### config.mk
export PLATFORM = sky130hd
export DESIGN_NAME = matmul_nxn_seq
export DESIGN_NICKNAME = d
export VERILOG_FILES = /design/src/rtl/matmul_nxn_seq.sv
export SDC_FILE = /design/constraint.sdc
export NUM_CORES = 1
export LEC_CHECK = 0
export CORE_MARGIN = 8
export CORE_UTILIZATION = 45
export CTS_BUF_LIST = sky130_fd_sc_hd__clkbuf_16
export CTS_CLUSTER_SIZE = 20
export DETAILED_ROUTE_END_ITERATION = 8
export GPL_ROUTABILITY_DRIVEN = 0
export PLACE_DENSITY = 0.71
export REMOVE_ABC_BUFFERS = 1
export SYNTH_ARGS = -nofsm -noshare
export SYNTH_HDL_FRONTEND = slang
export SYNTH_SLANG_ARGS = --single-unit
### constraint.sdc
create_clock -name clk -period 6.5 [get_ports clk]
set_clock_uncertainty 0.2 [all_clocks]
set_input_delay 1.95 -clock clk [delete_from_list [all_inputs] [get_ports clk]]
set_output_delay 1.95 -clock clk [all_outputs]
set_load 0.005 [all_outputs]
### src/rtl/matmul_nxn_seq.sv
// rtl/matmul_nxn_seq.sv - sequential N x N unsigned matrix multiplier with a single MAC
//
// Purpose:
//   Computes C = A x B for unsigned N x N matrices, one product per clock,
//   using a single multiply-accumulate unit. Operands are captured on the
//   start edge. C_flat is double-buffered and only updates on completion.
//
// Ports:
//   clk     - system clock, rising edge
//   reset   - asynchronous active-low reset
//   start   - run request, sampled only while idle
//   A_flat  - matrix A, row-major, element (0,0) in the MSBs
//   B_flat  - matrix B, same packing
//   C_flat  - result matrix, same packing, OUT_W bits per element
//   done    - one-cycle completion pulse, C_flat valid from this cycle
//   busy    - high while products are being accumulated
//   sat     - (MATMUL_SAT_EN only) some element saturated in the last run
//
// Configuration:
//   MATMUL_SAT_EN - when defined, results clamp to 2^OUT_W-1 instead of
//                   wrapping, and the sat output port is added.

module matmul_nxn_seq #(
  parameter int N      = 3,
  parameter int DATA_W = 8,
  parameter int OUT_W  = 8
) (
  input  logic                    clk,
  input  logic                    reset,
  input  logic                    start,
  input  logic [N*N*DATA_W-1:0]   A_flat,
  input  logic [N*N*DATA_W-1:0]   B_flat,
  output logic [N*N*OUT_W-1:0]    C_flat,
  output logic                    done,
  output logic                    busy
`ifdef MATMUL_SAT_EN
  ,
  output logic                    sat
`endif
);

  localparam int ACC_W = 2*DATA_W + $clog2(N);
  localparam int IDX_W = $clog2(N);
  localparam int NN    = N*N;
  localparam logic [IDX_W-1:0] IDX_LAST = IDX_W'(N-1);

  localparam logic [1:0] S_IDLE = 2'd0;
  localparam logic [1:0] S_MAC  = 2'd1;
  localparam logic [1:0] S_DONE = 2'd2;

  logic [1:0]              state_q, state_d;
  logic [NN*DATA_W-1:0]    a_q, a_d;
  logic [NN*DATA_W-1:0]    b_q, b_d;
  logic [NN*OUT_W-1:0]     res_q, res_d;
  logic [NN*OUT_W-1:0]     c_q, c_d;
  logic [ACC_W-1:0]        acc_q, acc_d;
  logic [IDX_W-1:0]        i_q, i_d;
  logic [IDX_W-1:0]        j_q, j_d;
  logic [IDX_W-1:0]        k_q, k_d;
  logic                    done_q, done_d;

`ifdef MATMUL_SAT_EN
  logic                    sat_run_q, sat_run_d;
  logic                    sat_q, sat_d;
  logic                    ovf;
`endif

  // Element positions counted from the LSB end, since (0,0) sits in the MSBs.
  int                      a_pos;
  int                      b_pos;
  int                      r_pos;
  logic [ACC_W-1:0]        prod;
  logic [ACC_W-1:0]        sum;
  logic [OUT_W-1:0]        fit_val;

  always_comb begin
    state_d = state_q;
    a_d     = a_q;
    b_d     = b_q;
    res_d   = res_q;
    c_d     = c_q;
    acc_d   = acc_q;
    i_d     = i_q;
    j_d     = j_q;
    k_d     = k_q;
    done_d  = 1'b0;
`ifdef MATMUL_SAT_EN
    sat_run_d = sat_run_q;
    sat_d     = sat_q;
`endif

    a_pos = NN - 1 - (int'(i_q) * N + int'(k_q));
    b_pos = NN - 1 - (int'(k_q) * N + int'(j_q));
    r_pos = NN - 1 - (int'(i_q) * N + int'(j_q));

    prod = ACC_W'(a_q[a_pos*DATA_W +: DATA_W]) * ACC_W'(b_q[b_pos*DATA_W +: DATA_W]);
    sum  = acc_q + prod;

`ifdef MATMUL_SAT_EN
    // Any bit above OUT_W means the value does not fit; the shift form also
    // works when OUT_W == ACC_W (nothing can overflow then).
    ovf     = |(sum >> OUT_W);
    fit_val = ovf ? {OUT_W{1'b1}} : OUT_W'(sum);
`else
    fit_val = OUT_W'(sum);
`endif

    case (state_q)
      S_IDLE: begin
        if (start) begin
          a_d     = A_flat;
          b_d     = B_flat;
          i_d     = '0;
          j_d     = '0;
          k_d     = '0;
          acc_d   = '0;
          state_d = S_MAC;
`ifdef MATMUL_SAT_EN
          sat_run_d = 1'b0;
`endif
        end
      end

      S_MAC: begin
        if (k_q == IDX_LAST) begin
          // Last product of the dot product: store the element and restart
          // the accumulator for the next (i,j).
          res_d[r_pos*OUT_W +: OUT_W] = fit_val;
          acc_d = '0;
          k_d   = '0;
`ifdef MATMUL_SAT_EN
          if (ovf) sat_run_d = 1'b1;
`endif
          if (j_q == IDX_LAST) begin
            j_d = '0;
            if (i_q == IDX_LAST) begin
              state_d = S_DONE;
            end else begin
              i_d = i_q + 1'b1;
            end
          end else begin
            j_d = j_q + 1'b1;
          end
        end else begin
          acc_d = sum;
          k_d   = k_q + 1'b1;
        end
      end

      S_DONE: begin
        c_d     = res_q;
        done_d  = 1'b1;
        state_d = S_IDLE;
`ifdef MATMUL_SAT_EN
        sat_d   = sat_run_q;
`endif
      end

      default: begin
        state_d = S_IDLE;
      end
    endcase
  end

  always_ff @(posedge clk or negedge reset) begin
    if (!reset) begin
      state_q <= S_IDLE;
      a_q     <= '0;
      b_q     <= '0;
      res_q   <= '0;
      c_q     <= '0;
      acc_q   <= '0;
      i_q     <= '0;
      j_q     <= '0;
      k_q     <= '0;
      done_q  <= 1'b0;
`ifdef MATMUL_SAT_EN
      sat_run_q <= 1'b0;
      sat_q     <= 1'b0;
`endif
    end else begin
      state_q <= state_d;
      a_q     <= a_d;
      b_q     <= b_d;
      res_q   <= res_d;
      c_q     <= c_d;
      acc_q   <= acc_d;
      i_q     <= i_d;
      j_q     <= j_d;
      k_q     <= k_d;
      done_q  <= done_d;
`ifdef MATMUL_SAT_EN
      sat_run_q <= sat_run_d;
      sat_q     <= sat_d;
`endif
    end
  end

  assign C_flat = c_q;
  assign done   = done_q;
  assign busy   = (state_q == S_MAC);
`ifdef MATMUL_SAT_EN
  assign sat    = sat_q;
`endif

endmodule

==> results.yml <==
grt:
  grt_pass1_vias: 10874
  overflow: 0
  grt_pass1_wl_um: 58130
  grt.total_usage_pct: 18.56
  grt_start_max_net_pins: 130
  antenna_found_initial: 3
setup_path:
  cp.depth: 27
  critical_path_arrival_ns: 6.79
  path_class: "reg2reg"
  slowest_stage: "fa_1"
  r2r_cells: 27
  crit_path_end_kind: "flop"
  critPathLaunchType: "flop"
  cp_data_required_time_ns: 6.69
  cp_max_fo: 7
  worst_path_dominant_cell_family: "adder cells"
  worst_path_largest_cell_delay_ns: 0.54
  critPathBufInv: 8
cts:
  cts_max_level: 2
  insertion_delay_ns: 0.51
  root_buffer: "clkbuf_16"
  clock_sinks: 305
  cts_made_buffers: 35
  cts_tree: "yes"
  clk_pin_slew_ns: 0.06
  clockBufferDepth: 3
worst_hold_path:
  holdPathStages: 2
  hold_class: "reg2reg"
yosys:
  yosysWarnings: 0
  synth.yosys.seq_area_share_pct: 52.80
  ys_async_sr_fraction_pct: 100.0
  synthCells: 1233
  synth_cell_type_count: 62
  synth_seq_cells: 305
  synth_top_area_cell: "dfrtp_1"
  netlist_area_sq_um: 14460
  post-synth-top-count-cell: "nand2_1"
  synth_flop_cell: "dfrtp_1"
  post_synth.cell_area_avg_sq_um: 11.72
  synth_edf_count: 0
  synth_commonest_cells: "nand2_1, dfrtp_1, mux2_2, inv_1, o21ai_0"
  synth_top_area_share_pct: 52.80
  ys_top_cells_by_area: "dfrtp_1, mux2_2, nand2_1"
drt:
  ant_nets: 0
  routed_wl_um: 35010
  drtPass1Iterations: 5
  vias_per_cell: 5.164
  drc: 0
  routed-via-count: 10126
  routedWlPerCell_um: 17.85
  drt_first_iter_violations: 483
finish:
  n_antenna_cell: 0
  register_area_sq_um: 7632
  drive_gt1_share_pct: 27.58
  multi_input_area_sq_um: 6795
  nets: 1743
  fill_cells: 2535
  syn2layout_area_growth_pct: 33.36
status:
  violations: "negative setup slack"
  status: "finished, violations left"
floorplanning:
  dieArea_sq_um: 38120
  rows: 65
  initial_core_util_pct: 45.70
  core_sq_um: 31640
  dieHeight_um: 195.2
  die-width_um: 195.2
  io-pin-count: 221
placed_design:
  dpl_worst_slack_ns: -0.7546
  io_buffers: 220
  dp_hpwl_um: 24880
flow_run:
  drv_cap: 0
timing:
  setup_ws_ns: -0.1018
  max_slew_margin_pct: 17.86
  period_share_pct: 101.6
  worst_slew_pin_slew_ns: 1.232
  rsz0062_at_grt: "true"
  fmax_ghz: 0.1515
  setup_viol: 10
  final-max-slew-violation-count: 0
  hold_viol: 0
  period_minus_slack_ns: 6.602
==> per-layer routing <==
layer | part of all wire, % | up-vias | global-route usage, % | wire length, um
li1 | - | 4784 | - | -
met1 | 44 | 5025 | 24.36 | 15330
met2 | 47 | 261 | 30.23 | 16610
met3 | 7.1 | 50 | 5.399 | 2483
met4 | 1.6 | 6 | 4.127 | 549
met5 | 0.086 | - | 0 | 30
==> flip-flops by register name, summed over array words and instances, names as in the netlist <==
register and count:
a_q 72, C_flat 72, i_q 2, k_q 2, acc_q 8, res_q 72
j_q 2, state_q 2, done 1, b_q 72
==> final timing paths <==
kind | from | to | slack [ns]
min in group asynchronous | reset | C_flat[17] | 1.21
hold reg to reg | res_q[37] | C_flat[37] | 0.27
setup / recovery | k_q[0] | res_q[39] | -0.10
hold / removal | res_q[37] | C_flat[37] | 0.27
max in group asynchronous | reset | a_q[10] | 3.77
setup reg to reg | k_q[0] | res_q[39] | -0.10
==> per-stage QoR <==
stage / hold WS [ns] / util [%] / instances / setup TNS, ns / area, sq um
finish: 0.2657 / 60.94 / 1961 / -0.8925 / 19280
floorplan: 0.2331 / - / 1179 / -1205.28 / 14200
detailed placement: 0.2496 / 55.52 / 1880 / -10.14 / 17560
global placement: 0.2410 / 55.52 / 1880 / -7.603 / 17560
global route: 0.2870 / 60.94 / 1961 / -2.717 / 19280
CTS: 0.2651 / 60.23 / 1955 / -1.389 / 19050
==> cells by family after synthesis <==
group / synth area share (%)
AND/OR/NAND/NOR: 11.80
flip-flops: 52.80
multiplexers: 19.47
buffers and inverters: 3.306
AO/OA/AOI/OAI: 4.475
adder cells (fa/ha/maj): 6.509
XOR/XNOR: 1.644
==> cells in the final DEF (no fill, tap or decap), types with 18 or more instances in the layout <==
master and count:
clkbuf_16 35, mux4_2 25, mux2i_1 18, nand2_1 304, dfrtp_1 305, mux2_2 164
ha_1 25, nor2_1 26, inv_1 60, buf_4 85, clkdlybuf4s50_1 219, o21ai_0 45
==> worst register-to-register path, delay by kind of cell, from the launching register on <==
kind / cells / cell delay (ns)
flip-flops: 1 / 0.42
XOR/XNOR: 4 / 0.86
AND/OR/NAND/NOR: 1 / 0.06
AO/OA/AOI/OAI: 2 / 0.32
buffers and inverters: 8 / 0.74
adder cells (fa/ha/maj): 8 / 2.92
multiplexers: 4 / 0.94
==> area by class of cell <==
cell class / instances / area share [%]
Multi-Input combinational cell: 815 / 35.25
Tap cell: 402 / 2.609
Timing Repair Buffer: 317 / 15.69
Clock buffer: 35 / 4.543
Clock inverter: 27 / 1.149
Inverter: 60 / 1.181
Sequential cell: 305 / 39.59
==> what timing repair did <==
action                                  in CTS  in global routing
gates resized for setup                     65                 39
pin swaps                                   40                 21
hold buffers                                 0                  0
buffers inserted                            12                  6
hold endpoints to repair                     0                  0
cloned                                       1                  0
endpoints found under the setup margin      28                 20
Power is left out: the tool's default activity adds up to more than one toggle a clock period on the data nets, which glitch-free logic cannot reach.
